`config.mk`:
```
export PLATFORM = sky130hd
export DESIGN_NAME = pipe_hazard_ctrl
export DESIGN_NICKNAME = d
export VERILOG_FILES = /design/src/rtl/pipe_hazard_ctrl.sv
export SDC_FILE = /design/constraint.sdc
export NUM_CORES = 1
export LEC_CHECK = 0
export ABC_AREA = 1
export BUFFER_PORTS_ARGS = -buffer_cell sky130_fd_sc_hd__buf_2
export CORE_MARGIN = 2
export CORE_UTILIZATION = 57
export CTS_CLUSTER_DIAMETER = 30
export CTS_CLUSTER_SIZE = 20
export DETAILED_ROUTE_END_ITERATION = 6
export PLACE_DENSITY = 0.85
export SLEW_MARGIN = 25
export SYNTH_ARGS = -nofsm -noshare
export SYNTH_HDL_FRONTEND = slang
export SYNTH_SLANG_ARGS = --single-unit
```
`constraint.sdc`:
```
create_clock -name clk -period 4.2 [get_ports clk]
set_input_delay 1.26 -clock clk [delete_from_list [all_inputs] [get_ports clk]]
set_output_delay 1.26 -clock clk [all_outputs]
set_load 0.05 [all_outputs]
```
`src/rtl/pipe_hazard_ctrl.sv`:
```
// Pipeline hazard controller: load-use stalls, branch flushes, multi-cycle mul/div
// freezes and halt/resume. Enables and clears are combinational; counters saturate.
module pipe_hazard_ctrl #(
  parameter int REGW       = 5,
  parameter int MULDIV_CYC = 4
) (
  input  logic            clk,
  input  logic            rst_n,
  input  logic [REGW-1:0] id_rs,
  input  logic [REGW-1:0] id_rt,
  input  logic            id_use_rs,
  input  logic            id_use_rt,
  input  logic [REGW-1:0] ex_rd,
  input  logic            ex_memread,
  input  logic            ex_muldiv,
  input  logic            ex_halt,
  input  logic            br_taken,
  input  logic            resume,
  output logic            pc_en,
  output logic            ifid_en,
  output logic            idex_en,
  output logic            ifid_clr,
  output logic            idex_clr,
  output logic            exmem_clr,
  output logic            halted,
  output logic [15:0]     stall_cnt,
  output logic [15:0]     flush_cnt
);

  typedef enum logic [1:0] {S_RUN, S_MULDIV, S_HALT} state_t;

  // The first freeze cycle happens in RUN, so MULDIV only needs MULDIV_CYC-2 more.
  localparam logic [3:0] MD_LOAD = 4'(MULDIV_CYC - 2);

  state_t      state_q, state_d;
  logic [3:0]  md_cnt_q, md_cnt_d;
  logic [15:0] stall_cnt_q, flush_cnt_q;
  logic        load_use;
  logic        flush_ev;

  function automatic logic [15:0] sat_inc(input logic [15:0] v);
    return (v == 16'hFFFF) ? v : v + 16'd1;
  endfunction

  assign load_use = ex_memread && (ex_rd != '0) &&
                    ((id_use_rs && (id_rs == ex_rd)) || (id_use_rt && (id_rt == ex_rd)));

  always_comb begin
    pc_en     = 1'b1;
    ifid_en   = 1'b1;
    idex_en   = 1'b1;
    ifid_clr  = 1'b0;
    idex_clr  = 1'b0;
    exmem_clr = 1'b0;
    halted    = 1'b0;
    flush_ev  = 1'b0;
    state_d   = state_q;
    md_cnt_d  = md_cnt_q;
    if (!rst_n) begin
      pc_en     = 1'b0;
      ifid_en   = 1'b0;
      idex_en   = 1'b0;
      ifid_clr  = 1'b1;
      idex_clr  = 1'b1;
      exmem_clr = 1'b1;
    end else begin
      unique case (state_q)
        S_RUN: begin
          if (ex_muldiv) begin
            pc_en     = 1'b0;
            ifid_en   = 1'b0;
            idex_en   = 1'b0;
            exmem_clr = 1'b1;
            md_cnt_d  = MD_LOAD;
            state_d   = S_MULDIV;
          end else begin
            if (br_taken) begin
              ifid_clr = 1'b1;
              idex_clr = 1'b1;
              flush_ev = 1'b1;
            end else if (load_use) begin
              pc_en    = 1'b0;
              ifid_en  = 1'b0;
              idex_clr = 1'b1;
            end
            if (ex_halt) state_d = S_HALT;
          end
        end
        S_MULDIV: begin
          if (md_cnt_q != 4'd0) begin
            pc_en     = 1'b0;
            ifid_en   = 1'b0;
            idex_en   = 1'b0;
            exmem_clr = 1'b1;
            md_cnt_d  = md_cnt_q - 4'd1;
          end else begin
            state_d = S_RUN;
          end
        end
        S_HALT: begin
          pc_en   = 1'b0;
          ifid_en = 1'b0;
          idex_en = 1'b0;
          halted  = 1'b1;
          if (resume) state_d = S_RUN;
        end
        default: state_d = S_RUN;
      endcase
    end
  end

  always_ff @(posedge clk) begin
    if (!rst_n) begin
      state_q     <= S_RUN;
      md_cnt_q    <= 4'd0;
      stall_cnt_q <= 16'd0;
      flush_cnt_q <= 16'd0;
    end else begin
      state_q  <= state_d;
      md_cnt_q <= md_cnt_d;
      if (!pc_en)   stall_cnt_q <= sat_inc(stall_cnt_q);
      if (flush_ev) flush_cnt_q <= sat_inc(flush_cnt_q);
    end
  end

  assign stall_cnt = stall_cnt_q;
  assign flush_cnt = flush_cnt_q;

endmodule

```
==> summary.txt, run 1 <==
Setup path
  – Cell-by-cell trace of the critical path: buf_2 -> inv_2 -> nand4_1 -> o21ai_0 -> inv_1 -> nand3_1 -> nand2_2 -> inv_1 -> buf_2
  – Setup CP Type: input pin to output pin
  – Delay of the slowest cell on the worst path: approximately 0.25 ns
  – Worst r2r src: stall_cnt[0]$_SDFFE_PN0P_
  – Slowest CP cell: buf_2
  – Worst-path fanout max: 3
  – Origin of the worst setup path: ex_rd[3]
  – Critical path launch point type: input pin
  – Critical Path AT: 2.24 ns
  – Crit end category: output pin
  – Required @ worst endpoint: 2.94 ns

Clock tree
  – H-tree Lvls: 2
  – Clk sink count: 38
  – CTS Hold Bufs: 0
  – Clock transition at the registers of the reported paths: approximately 0.07 ns
  – PostCTS Resize Cnt: 0
  – Clock latency on the worst-skew pair: 0.29 ns
  – Setup bufs post-CTS: 0
  – CTS Buf Count: 5
  – CTS tree: yes
  – Clock buffer depth: 2
  – CTS root buf: clkbuf_8

Cells and area
  – Fillers: 363
  – Register area: ~760 sq um
  – Nets@finish: 464
  – # diodes: 0
  – Synth-to-Final Area Change: 17.5%
  – Layout cells sized above 1: 0.221
  – Post-route insts no fill: approximately 490
  – Multi-input gate area: between 1000 and 1500 sq um

Placed design
  – Port Buffer Count: 62
  – Cell total after placement: 480
  – Routability Congestion: just under 1
  – Post-DP HPWL: roughly 4300 um

GRT
  – Number of global-route vias before repair: ~2,300
  – Global-route wire length before repair: about 10,000 um
  – Total GRT Usage: 0.254
  – Grt total ovfl: 0
  – Largest net degree at the start of global routing: 27
  – Initial antenna violation count: 0

Synthesis
  – Synthesis-stage register bit count: 38
  – Area contributors post-synth: dfxtp_1 (31%), nand2_1 (15%), nand3_1 (8.5%)
  – Count leader, synth: nand2_1
  – Syn Inst Count: 376
  – Post-synth cell types: 33
  – Synth top area share: 0.314
  – Post-synth EDFFs: 0
  – Yosys top cell by area: dfxtp_1
  – Syn_nets: a little over 400
  – Yosys warning total: 0
  – Ys flop type: dfxtp_1
  – Register area share after synthesis: 0.314
  – Commonest cells post-synth: nand2_1 (98), inv_1 (45), nand3_1 (41)
  – Mean Syn Cell Area: approximately 6.4 sq um
  – Mapped Area: ~2400 sq um
  – Async SR Flop Fraction: 0

Detailed routing
  – 1st-pass router iterations: 4
  – Initial drt markers: between 200 and 250
  – Drt drc: 0
  – ANT nets after route: 0
  – Routed len/inst: about 12 um
  – Final WL: about 5900 um
  – DR vias/cell: roughly 5.2
  – Via count: roughly 2,600

Timing
  – Final Hold Viols: 0
  – Minimum clock period: between 3 and 4 ns
  – Final setup vio count: 0
  – Worst slew margin: 0.763
  – Period utilization: 0.833
  – Worst Skew: between 0.0015 and 0.002 ns
  – Slew Viols, Final: 0
  – Max Fclk: around 290 MHz
  – Total negative setup slack: 0 ns
  – Slew @ Worst Pin: 0.356 ns
  – RSZ-0062 raised after global routing: false

Power
  – Pleak: around 0.0013 uW
  – Clock Power Share: 0.307
  – P_int: between 500 and 600 uW
  – Power Total: approximately 840 uW
  – Worst IR Drop VDD: about 0.27 mV
  – PD cells: 295 nW/um^2
  – Net switching fraction of the power: 0.329
  – Sequential share of power: 0.464
  – Psw: roughly 280 uW
  – Gate power share: 0.229

Floorplanning
  – Io pins: 63
  – Overall die area: between 4000 and 5000 sq um
  – Die H: ~69 um
  – Total core area: 4060 sq um
  – # rows: 23
  – Die Width: just under 70 um
  – Starting density of the core: 0.598

Job
  – Max cap viols: 0

Hold path
  – HP Start: md_cnt_q[0]$_SDFFE_PN0P_
  – Hold WC Path Type: flip-flop to flip-flop

Run status
  – Status: completed
[cell usage in the layout (no fill, tap or decap), drive strengths merged]
cell / n
xnor2: 5
buf: 64
inv: 53
nand3b: 2
o21ai: 12
dfxtp: 38
or2: 1
nor3b: 1
xor2: 15
clkinv: 2
clkbuf: 7
a21oi: 28
ha: 3
a31o: 1
nor2: 36
nor3: 17
nand3: 41
and2: 1
o31ai: 1
nand4: 9
nand2: 101
[final timing paths]
check	end	slack, ns	depth (start not counted)
setup / recovery	pc_en	0.70	9
hold / removal	md_cnt_q[0]$_SDFFE_PN0P_	0.47	2
setup reg to reg	stall_cnt[14]$_SDFFE_PN0P_	2.05	8
hold reg to reg	md_cnt_q[0]$_SDFFE_PN0P_	0.47	2
[worst max-delay path, delay by kind of cell]
| family | cells | cell delay [ns] |
|---|---|---|
| AOI/OAI and AO/OA | 1 | 0.15 |
| buffers and inverters | 5 | 0.56 |
| and+or+nand+nor | 3 | 0.25 |
[cell type report]
type,instances,share of cell area
clock inverters,1,0.00176
well taps,50,0.0220
multi-input cells,274,0.494
clock buffers,7,0.0303
repair buffers,64,0.114
flip-flops and latches,38,0.267
inverters,54,0.0711
[metrics by stage]
stage / instance area, sq um / setup slack [ns] / hold WS (ns) / util
6_report: 2850 / 0.703 / 0.473 / 0.702
5_1_grt: 2850 / 0.556 / 0.498 / 0.702
4_1_cts: 2850 / 0.697 / 0.471 / 0.702
3_5_place_dp: 2760 / 0.701 / 0.459 / 0.680
3_3_place_gp: 2760 / 0.725 / 0.456 / 0.680
2_1_floorplan: 2420 / 0.236 / 0.438 / -
[logic make-up (layout without fill, tap and decap cells)]
kind of cell | after synthesis | count (layout) | share of synthesized area
simple gates | 209 | 209 | 0.388
buf+inv | 64 | 126 | 0.106
compound gates | 42 | 42 | 0.105
flops | 38 | 38 | 0.314
xor+xnor | 20 | 20 | 0.0722
fa+ha+maj | 3 | 3 | 0.0155
[registers in the layout, indices dropped and copies added, names as in the netlist]
signal and cells:
stall_cnt 16, state_q 2, md_cnt_q 4, flush_cnt 16
[power by group through the flow]
stage / registers, uW / logic (uW) / clock network [uW]
floorplan: 413 / 129 / 0
global placement: 397 / 187 / 0
detailed placement: 397 / 192 / 0
CTS: 389 / 192 / 266
global route: 391 / 213 / 280
finish: 389 / 192 / 258
[metal layers]
| layer | part of all wire | vias to the layer above | track usage |
|---|---|---|---|
| met4 | 0.018 | 0 | 0.0893 |
| met2 | 0.47 | 73 | 0.418 |
| li1 | - | 1327 | - |
| met5 | 0 | - | 0 |
| met3 | 0.052 | 10 | 0.0552 |
| met1 | 0.46 | 1142 | 0.328 |
Power figures use the tool's default switching activity.
==> run 2: changes to the inputs <==
--- a/config.mk
+++ b/config.mk
@@ -8,11 +8,11 @@
 export ABC_AREA = 1
 export BUFFER_PORTS_ARGS = -buffer_cell sky130_fd_sc_hd__buf_2
 export CORE_MARGIN = 2
-export CORE_UTILIZATION = 57
+export CORE_UTILIZATION = 48
 export CTS_CLUSTER_DIAMETER = 30
 export CTS_CLUSTER_SIZE = 20
 export DETAILED_ROUTE_END_ITERATION = 6
-export PLACE_DENSITY = 0.85
+export PLACE_DENSITY = 0.76
 export SLEW_MARGIN = 25
 export SYNTH_ARGS = -nofsm -noshare
 export SYNTH_HDL_FRONTEND = slang
==> constraint.sdc (replaced) <==
create_clock -name clk -period 3.18 [get_ports clk]
set_input_delay 0.954 -clock clk [delete_from_list [all_inputs] [get_ports clk]]
set_output_delay 0.954 -clock clk [all_outputs]
set_load 0.05 [all_outputs]
==> run 2 against run 1 <==
  * Global-route usage down 4.2 points
  * Utilization fell by 9.7 points
  * Wire length shrank 4.6%
  * Combinational power grew 32%
==> summary.txt, run 2 (same netlist as run 1, synthesis figures left out) <==
Floorplanning
  – Total core area: between 4000 and 5000 sq um
  – Die Width: between 70 and 80 um
  – Die H: 75.1 um
  – Io pins: 63
  – Starting density of the core: 0.507
  – # rows: 25
  – Overall die area: around 5600 sq um

Job
  – Max cap viols: 0

GRT
  – Largest net degree at the start of global routing: 27
  – Initial antenna violation count: 0
  – Global-route wire length before repair: between 9000 and 10,000 um
  – Grt total ovfl: 0
  – Total GRT Usage: 0.212
  – Number of global-route vias before repair: approximately 2,200

Clock tree
  – Clock transition at the registers of the reported paths: roughly 0.080 ns
  – Setup bufs post-CTS: 0
  – PostCTS Resize Cnt: 0
  – CTS tree: yes
  – CTS Hold Bufs: 0
  – Clock buffer depth: 2
  – Clk sink count: 38
  – CTS root buf: clkbuf_8
  – Clock latency on the worst-skew pair: just under 0.3 ns
  – CTS Buf Count: 5
  – H-tree Lvls: 2

Power
  – Psw: roughly 380 uW
  – Net switching fraction of the power: 0.321
  – Sequential share of power: 0.435
  – PD cells: just over 400 nW/um^2
  – Gate power share: 0.215
  – Worst IR Drop VDD: about 0.37 mV
  – Power Total: 1180 uW
  – Pleak: between 0.001 and 0.0015 uW
  – Clock Power Share: 0.349
  – P_int: about 800 uW

Timing
  – Worst Skew: between 0.009 and 0.01 ns
  – Period utilization: 0.921
  – Total negative setup slack: 0 ns
  – Max Fclk: 341 MHz
  – RSZ-0062 raised after global routing: false
  – Final setup vio count: 0
  – Slew @ Worst Pin: roughly 0.34 ns
  – Slew Viols, Final: 0
  – Final Hold Viols: 0
  – Worst slew margin: 0.777
  – Setup WS post-layout: 0.251 ns
  – WHS: around 0.48 ns
  – Minimum clock period: just under 3 ns

Detailed routing
  – DR vias/cell: about 5
  – Routed len/inst: about 11 um
  – 1st-pass router iterations: 4
  – Final WL: 5610 um
  – Via count: about 2,500
  – Drt drc: 0
  – Initial drt markers: roughly 160
  – ANT nets after route: 0

Placed design
  – Routability Congestion: 0.894
  – Worst slack at placement: 0.273 ns
  – Post-DP HPWL: around 4200 um
  – Port Buffer Count: 62

Cells and area
  – Fin util: 0.605
  – Most common cell after layout, fill and taps aside: nand2_1
  – Fillers: about 480
  – Layout cells sized above 1: 0.226
  – Nets@finish: roughly 460
  – Commonest non-fill, non-tap cells in the layout: nand2_1 (98), buf_2 (62), inv_1 (44), nand3_1 (41), dfxtp_1 (38)
  – # diodes: 0
  – Synth-to-Final Area Change: 19.5%

Setup path
  – Worst-path fanout max: 4
  – Setup CP Type: input pin to output pin
  – Delay of the slowest cell on the worst path: 0.20 ns
  – Required @ worst endpoint: roughly 2.2 ns
  – Cell-by-cell trace of the critical path: buf_2 -> inv_2 -> nand2_1 -> nand2_1 -> nor2_1 -> nand3_1 -> nand2_1 -> nand3_1 -> nand2_2 -> clkinvlp_4 -> buf_2
  – Critical path launch point type: input pin
  – Crit end category: output pin
  – Critical path's most frequent cell: nand2_1
  – Critical Path AT: 1.97 ns
  – Slowest CP cell: buf_2

Run status
  – Status: completed

Hold path
  – Hold WC Path Type: flip-flop to flip-flop
run 2: metal layers:
metal / share of wire / vias up / global-route usage / routed length (um)
li1: - / 1320 / - / -
met1: 0.47 / 1126 / 0.281 / 2660
met2: 0.44 / 79 / 0.334 / 2460
met3: 0.067 / 9 / 0.0415 / 377
met4: 0.021 / 0 / 0.0933 / 119
met5: 0 / - / 0 / 0
run 2: stage by stage:
stage | area [sq um] | std cells
floorplan | 2430 | 376
global placement | 2780 | 497
detailed placement | 2780 | 497
CTS | 2900 | 505
global route | 2900 | 505
finish | 2900 | 505
run 2: path summary, 6_finish.rpt:
| path | startpoint | end | slack, ns | cells after the start |
|---|---|---|---|---|
| worst max-delay path | ex_rd[0] | ifid_en | 0.25 | 11 |
| worst max register to register | stall_cnt[0]$_SDFFE_PN0P_ | stall_cnt[10]$_SDFFE_PN0P_ | 1.11 | 8 |
| worst min register to register | md_cnt_q[0]$_SDFFE_PN0P_ | md_cnt_q[0]$_SDFFE_PN0P_ | 0.48 | 2 |
| worst min-delay path | md_cnt_q[0]$_SDFFE_PN0P_ | md_cnt_q[0]$_SDFFE_PN0P_ | 0.48 | 2 |
run 2: power by group through the flow:
| stage | Combinational (uW) | Sequential, uW | Clock (uW) |
|---|---|---|---|
| 2_1_floorplan | 174 | 546 | 0 |
| 3_3_place_gp | 250 | 524 | 0 |
| 3_5_place_dp | 255 | 525 | 0 |
| 4_1_cts | 256 | 514 | 428 |
| 5_1_grt | 282 | 517 | 443 |
| 6_report | 254 | 514 | 413 |
run 2: layout make-up:
class                      instances  area [sq um]  share of cell area
multi-input combinational        274          1410               0.486
clock buffer                       5          68.8              0.0238
inverter                          54           206              0.0713
timing repair buffer              64           325               0.112
clock inverter                     3          45.0              0.0156
sequential                        38           761               0.263
tap                               67          83.8              0.0289
run 2: critical path: cells and delay by family:
kind	cells	cell delay, ns
buffers and inverters	4	0.45
AND/OR/NAND/NOR	7	0.57
